File: config.mk
export PLATFORM = sky130hd
export DESIGN_NAME = pipeline_ctrl
export DESIGN_NICKNAME = d
export VERILOG_FILES = /design/src/rtl/pipeline_ctrl_pkg.sv /design/src/rtl/pipeline_ctrl_sat_counter.sv /design/src/rtl/pipeline_ctrl.sv
export SDC_FILE = /design/constraint.sdc
export NUM_CORES = 1
export LEC_CHECK = 0
export ABC_AREA = 1
export BUFFER_PORTS_ARGS = -buffer_cell sky130_fd_sc_hd__clkbuf_2
export CORE_MARGIN = 3
export CORE_UTILIZATION = 51
export DETAILED_ROUTE_END_ITERATION = 10
export GPL_TIMING_DRIVEN = 0
export PLACE_DENSITY = 0.88
export SLEW_MARGIN = 0
export SYNTH_ARGS = -nofsm -noshare
export SYNTH_HDL_FRONTEND = slang
export SYNTH_SLANG_ARGS = --single-unit
export TNS_END_PERCENT = 5
File: constraint.sdc
create_clock -name clk -period 1.66 [get_ports clk]
set_clock_uncertainty 0.05 [all_clocks]
set_input_delay 0.498 -clock clk [delete_from_list [all_inputs] [get_ports clk]]
set_output_delay 0.498 -clock clk [all_outputs]
set_load 0.01 [all_outputs]
File: src/rtl/pipeline_ctrl_pkg.sv
// Shared types and encodings for the pipeline hazard/stall controller.
// Holds the controller state enum and the branch-type encodings.
package pipeline_ctrl_pkg;

  typedef enum logic [1:0] {
    ST_RUN      = 2'd0,
    ST_MEM_WAIT = 2'd1,
    ST_ERROR    = 2'd2
  } state_e;

  localparam logic [1:0] BR_NONE     = 2'b00;
  localparam logic [1:0] BR_COND     = 2'b01;
  localparam int         BR_JUMP_BIT = 1;

  localparam int WAIT_W = 8;

endpackage

File: src/rtl/pipeline_ctrl_sat_counter.sv
// Saturating up-counter used for the stall and flush performance counters.
// Counts one per cycle while inc is high and holds at all-ones.
module sat_counter #(
  parameter int WIDTH = 32
) (
  input  logic             clk,
  input  logic             rst_n,
  input  logic             inc,
  output logic [WIDTH-1:0] count
);

  logic [WIDTH-1:0] count_q;
  logic [WIDTH-1:0] count_d;

  always_comb begin
    count_d = count_q;
    if (inc && (count_q != {WIDTH{1'b1}})) begin
      count_d = count_q + 1'b1;
    end
  end

  always_ff @(posedge clk or negedge rst_n) begin
    if (!rst_n) begin
      count_q <= '0;
    end else begin
      count_q <= count_d;
    end
  end

  assign count = count_q;

endmodule

File: src/rtl/pipeline_ctrl.sv
// Pipeline stall/flush controller: resolves memory stalls, mispredictions,
// load-use hazards and jumps into stage enables, and counts stall/flush cycles.
module pipeline_ctrl
  import pipeline_ctrl_pkg::*;
#(
  parameter int MEM_TIMEOUT = 255,
  parameter int CNT_W       = 32
) (
  input  logic             clk,
  input  logic             rst_n,
  input  logic [1:0]       id_branch,
  input  logic [1:0]       ex_branch,
  input  logic             misprediction,
  input  logic             load_use,
  input  logic             dmem_req,
  input  logic             dmem_ack,
  output logic             pc_en,
  output logic             if_id_en,
  output logic             id_ex_en,
  output logic             ex_mem_en,
  output logic             if_id_flush,
  output logic             id_ex_flush,
  output logic             mem_wb_bubble,
  output logic             mem_err,
  output logic [CNT_W-1:0] stall_cnt,
  output logic [CNT_W-1:0] flush_cnt
);

  localparam logic [WAIT_W-1:0] TIMEOUT_V = WAIT_W'(MEM_TIMEOUT);

  state_e            state_q, state_d;
  logic [WAIT_W-1:0] wait_q, wait_d;
  logic [WAIT_W-1:0] wait_inc;
  logic              mstall;
  logic              ex_mispredict;
  logic              id_is_jump;

  assign mstall        = dmem_req && !dmem_ack;
  assign wait_inc      = wait_q + 1'b1;
  assign ex_mispredict = (ex_branch == BR_COND) && misprediction;
  assign id_is_jump    = (id_branch != BR_NONE) && id_branch[BR_JUMP_BIT];

  // Outputs are forced low while rst_n is low so reset acts without a clock edge.
  always_comb begin
    state_d       = state_q;
    wait_d        = wait_q;
    pc_en         = 1'b0;
    if_id_en      = 1'b0;
    id_ex_en      = 1'b0;
    ex_mem_en     = 1'b0;
    if_id_flush   = 1'b0;
    id_ex_flush   = 1'b0;
    mem_wb_bubble = 1'b0;
    mem_err       = 1'b0;
    if (rst_n) begin
      case (state_q)
        ST_ERROR: mem_err = 1'b1;
        default: begin
          if (mstall) begin
            mem_wb_bubble = 1'b1;
            if (state_q == ST_RUN) begin
              wait_d  = WAIT_W'(1);
              state_d = (TIMEOUT_V == WAIT_W'(1)) ? ST_ERROR : ST_MEM_WAIT;
            end else begin
              wait_d = wait_inc;
              if (wait_inc == TIMEOUT_V) state_d = ST_ERROR;
            end
          end else begin
            state_d   = ST_RUN;
            wait_d    = '0;
            pc_en     = 1'b1;
            if_id_en  = 1'b1;
            id_ex_en  = 1'b1;
            ex_mem_en = 1'b1;
            if (ex_mispredict) begin
              if_id_flush = 1'b1;
              id_ex_flush = 1'b1;
            end else if (load_use) begin
              // Hold PC and IF/ID so a jump in ID re-presents next cycle.
              pc_en       = 1'b0;
              if_id_en    = 1'b0;
              id_ex_flush = 1'b1;
            end else if (id_is_jump) begin
              if_id_flush = 1'b1;
            end
          end
        end
      endcase
    end
  end

  always_ff @(posedge clk or negedge rst_n) begin
    if (!rst_n) begin
      state_q <= ST_RUN;
      wait_q  <= '0;
    end else begin
      state_q <= state_d;
      wait_q  <= wait_d;
    end
  end

  sat_counter #(.WIDTH(CNT_W)) u_stall_cnt (
    .clk   (clk),
    .rst_n (rst_n),
    .inc   (!pc_en),
    .count (stall_cnt)
  );

  sat_counter #(.WIDTH(CNT_W)) u_flush_cnt (
    .clk   (clk),
    .rst_n (rst_n),
    .inc   (if_id_flush),
    .count (flush_cnt)
  );

endmodule

# Yosys cells after proc, flatten, opt, wreduce, memory -nomap -nowiden
# Index checks and enable logic that the tools add are counted.
[word_totals]
mem_count = 0
latchBits = 0
in_bits = 10
rom_bits = 0
register_bits = 74
mem_bits_rw = 0
wordCells = 54
output_inout_bits = 72
[op_classes]
order_cmp = 0
muxes = 29
add_sub_neg = 3
div = 0
multipliers = 0
reduce_logical = 11
n_eq_ne = 6
n_shift = 0
n_bitwise = 1
[ops]
columns = ["cell", "n"]
rows = [
  ["32-bit by 1-bit adder with 32-bit output (second input constant)", 2],
  ["32-bit inequality test (second input constant)", 2],
  ["1-bit 2-to-1 mux", 24],
  ["8-bit 2-to-1 mux", 2],
  ["8-bit by 1-bit adder with 8-bit output (second input constant)", 1],
  ["8-bit == test (second input constant)", 1],
  ["2-bit 2-to-1 mux", 3],
  ["1-bit logical AND", 5],
  ["3-bit by 1-bit inequality test with 1-bit output (second input constant)", 1],
  ["3-bit AND reduction", 1],
  ["2-bit by 1-bit == test with 1-bit output (second input constant)", 1],
  ["2-bit == test (second input constant)", 1],
  ["1-bit logical NOT", 2],
  ["2-bit logical NOT", 1],
  ["2-bit AND reduction", 1],
  ["2-bit nonzero test", 1],
  ["1-bit NOT", 1],
]

# Logic depth before layout (Yosys ltp)
[logic_depth]
ltp_word = 9
ltp_mapped = 12
ltp_nobuf = 12

# Modules after synthesis
# A second synthesis with hierarchy kept.
[unflattened]
hier_cells = 764
area_unflattened_um2 = 5062.4
[by_module_without_submodules]
columns = ["mod", "n_inst", "cells_per_inst", "area_per_inst_um2"]
rows = [
  ["sat_counter", 2, 333, 2190.9],
  ["pipeline_ctrl", 1, 98, 680.7],
]

# Worst setup path before layout
# No wires, ideal clock.
[synth_timing]
path_type = "input -> output"
start = "in rst_n"
end = "out pc_en"
setup_slack_ns = -0.203
cell_stages = 7
t_arrival_ns = 1.315
cell_sequence = "inv_1 nor2_4 inv_2 nor2_4 nand2_4 inv_1 buf_4"
[synth_between]
elab_chain_cells = 1
[synth_lines]
columns = ["item", "line_no", "rtl"]
rows = [
  ["from (decl)", "pipeline_ctrl.sv:10", "input logic rst_n,"],
  ["1-bit 2-to-1 mux", "n/a", ""],
  ["to (decl)", "pipeline_ctrl.sv:17", "output logic pc_en,"],
]
# No other way between the ends.

# Final worst setup path
[layout_timing]
start = "reg state_q[1]"
end = "out if_id_flush"
[layout_between]
elab_chain_cells = 3
[layout_lines]
columns = ["item", "line_no", "rtl"]
rows = [
  ["from (decl)", "pipeline_ctrl.sv:31", "state_e state_q, state_d;"],
  ["from (signal assigned)", "pipeline_ctrl.sv:97", "state_q <= state_d;"],
  ["2-bit == test", "pipeline_ctrl.sv:56", "case (state_q)"],
  ["1-bit 2-to-1 mux", "pipeline_ctrl.sv:56", ""],
  ["1-bit 2-to-1 mux", "pipeline_ctrl.sv:55", "if (rst_n) begin"],
  ["to (decl)", "pipeline_ctrl.sv:21", "output logic if_id_flush,"],
]
# No other way between the ends.

==> qor.yml <==
cts_root_buf: "clkbuf_8"
synth_nets: 662
synthTopCellsByCount: "259 x nand2_1, 87 x nor2_1, 74 x dfrtp_1"
seq_area_um2: 1870
wire_per_inst_um: 14.7
violations: "setup timing"
cp-start-kind: "register"
synth_edf_count: 0
wl_met2_mm: 6.09
fin_crit_sh: 1.28
period_needed_ns: 2.13
insertedDiodeCount: 0
worst_pin_slew_ns: 0.520
grt_max_degree: 41
via_per_inst: 5.47
setup_viol: 65
dominantRegCellSynth: "dfrtp_1"
ios: 82
cp-end-kind: "output pin"
grt_pass1_wl_mm: 20.7
synth_area_per_cell_um2: 7.05
grt_pass1_vias: 4593
multi_input_area_um2: 2600
yosysSeqAreaShare: 0.405
fill_cells: 699
hp-class: "in2async"
power_leakage_uw: 0.00272
report.final.slew_viol_count: 0
core_area_um2: 8460
vias: 4717
cts.sinks: 74
io_buffers: 80
routabilityCongestion: 0.982
syn-cell-area_um2: 4570
maxCapViolCount: 0
final_util: 0.677
yosysMostFrequentCell: "nand2_1"
dp_cells: 834
synth_top_area_share: 0.405
hold_viol: 0
critPathMaxFanout: 4
yosys.area.top_type: "dfrtp_1"
antenna_found_initial: 0
fp.dieW_um: 101
cts-htree-levels: 3
syn_inst: 648
wl_mm: 12.7
critical_path_class: "reg2out"
layout_setup_ws_ns: -0.470
outcome: "finished, violations left"
stdcell_count: 863
wl_met1_mm: 5.18
synth_seq_cells: 74
clock_latency_ns: 0.36
dr.pass1.iters: 6
grt_overflow_total: 0
intPower_uw: 3360
combPwrFrac: 0.235
power_frac_seq: 0.456
rsz0062_at_grt: "true"
power.clock.fraction: 0.309
yosysWarnings: 0
synth_cell_type_count: 29
cts.path.max_buffers: 2
chipHeight_um: 101
ir_drop_v: 0.000769
drtAntennaViolNets: 0
maxSlewHeadroom: 0.651
path_clk_slew_ns: 0.09
arrival_ns: 1.58
fin_hold_ws_ns: 0.0498
drive_gt1_frac: 0.236
cts-buffers-inserted: 9
p_sw_frac: 0.339
row_count: 33
die-area_um2: 10100
synth-async-reset-ratio: 1.00
dr_wl_met3_mm: 1.10
top_layer: "met4"
worstPathRequired_ns: 1.11
layout.nets: 767
track_usage: 0.253
floorplan.initialDensity: 0.540
drtIter0Drc: 344
dp_hpwl_mm: 9.06
drc: 0
fmax_ghz: 0.469
power_density_nw_per_um2: 887
cts_tree: "built"
synthTopCellsByArea: "dfrtp_1 41%, nand2_1 21%, nor2_1 7.1%, xor2_1 6.7%, inv_1 4.0%"
power.switching_uw: 1720
area_growth_pct: 25.4
routing by layer:
layer | up-vias | GRT usage
met2 | 255 | 0.406
met5 | - | 0
li1 | 2239 | -
met4 | 0 | 0.0912
met1 | 2182 | 0.329
met3 | 41 | 0.0671
power by group through the flow:
| stage | clock, uW | combinational, uW | sequential [uW] |
|---|---|---|---|
| detailed placement | 0 | 1020 | 2290 |
| global route | 1660 | 1330 | 2360 |
| global placement | 0 | 981 | 2280 |
| floorplan | 0 | 537 | 2340 |
| finish | 1570 | 1200 | 2320 |
| CTS | 1580 | 1150 | 2280 |
placed cells by master (no fill, tap or decap), types with 2 or more instances in the layout:
master and instances:
clkinvlp_4 2, nand2_1 254, nor2_2 6, xnor2_1 12
inv_4 4, clkbuf_2 74, ha_4 3, inv_1 44
buf_4 16, o22ai_1 4, o21ai_1 16, nand2_2 4
xor2_1 35, buf_6 7, buf_12 2, nor3_1 23
nand2_4 3, nor3_2 5, buf_2 2, nor2_4 9
dfrtp_1 63, buf_8 3, o21ai_0 9, inv_2 4
dfrtp_2 11, nand4_1 7, nand3b_1 8, nand3_1 22
clkbuf_8 10, bufinv_16 2, clkinv_2 2, nor2_1 77
flip-flops by register name, indices dropped and copies added (netlist names):
name               cells
state_q                2
u_flush_cnt.count     32
u_stall_cnt.count     32
wait_q                 8
worst max-delay path, stage by stage, from the launching register on:
cell      delay (ns)
dfrtp_1         0.40
inv_2           0.07
nor2_2          0.05
nor2_4          0.14
inv_4           0.06
nor2_4          0.16
nand2_4         0.11
nor2_8          0.10
clkbuf_8        0.14
final timing paths:
check	start	end	slack, ns	cells past startpoint
max reg2reg	state_q[1]$_DFFE_PN0P_	u_flush_cnt.count[29]$_DFFE_PN0P_	-0.27	14
max	state_q[1]$_DFFE_PN0P_	if_id_flush	-0.47	8
max in group asynchronous	rst_n	u_flush_cnt.count[23]$_DFFE_PN0P_	1.27	2
min in group clk	u_stall_cnt.count[18]$_DFFE_PN0P_	u_stall_cnt.count[18]$_DFFE_PN0P_	0.47	1
min reg2reg	u_stall_cnt.count[18]$_DFFE_PN0P_	u_stall_cnt.count[18]$_DFFE_PN0P_	0.47	1
min	rst_n	u_stall_cnt.count[12]$_DFFE_PN0P_	0.05	2
logic make-up after synthesis:
| logic type | after synthesis | share of synthesized area |
|---|---|---|
| compound gates | 33 | 0.0389 |
| xor+xnor | 47 | 0.0901 |
| fa+ha+maj | 4 | 0.0110 |
| buf+inv | 65 | 0.0649 |
| flops | 74 | 0.405 |
| simple gates | 425 | 0.390 |
area by class of cell:
class	count	area share
tap	105	0.0229
multi-input combinational	509	0.453
inverter	53	0.0373
clock buffer	9	0.0216
timing repair buffer	94	0.0998
buffer	12	0.0229
clock inverter	7	0.0164
sequential	74	0.326
what timing repair did:
item	4_1_cts	5_1_grt
buffers inserted	10	2
pin swaps	12	4
endpoints found under the hold margin	34	0
endpoints found under the setup margin	79	74
hold buffers	1	0
resized for setup	46	35
stage by stage:
step	setup TNS, ns	cell area, um2	power, uW	setup WS, ns
6_report	-11.39	5730	5080	-0.470
5_1_grt	-19.34	5730	5350	-0.562
4_1_cts	-6.91	5610	5020	-0.438
3_5_place_dp	-58.05	5130	3320	-0.878
3_3_place_gp	-175.38	5110	3260	-1.77
2_1_floorplan	-3.51	4580	2880	-0.105
Note: power is estimated with default switching activity, not from simulation.
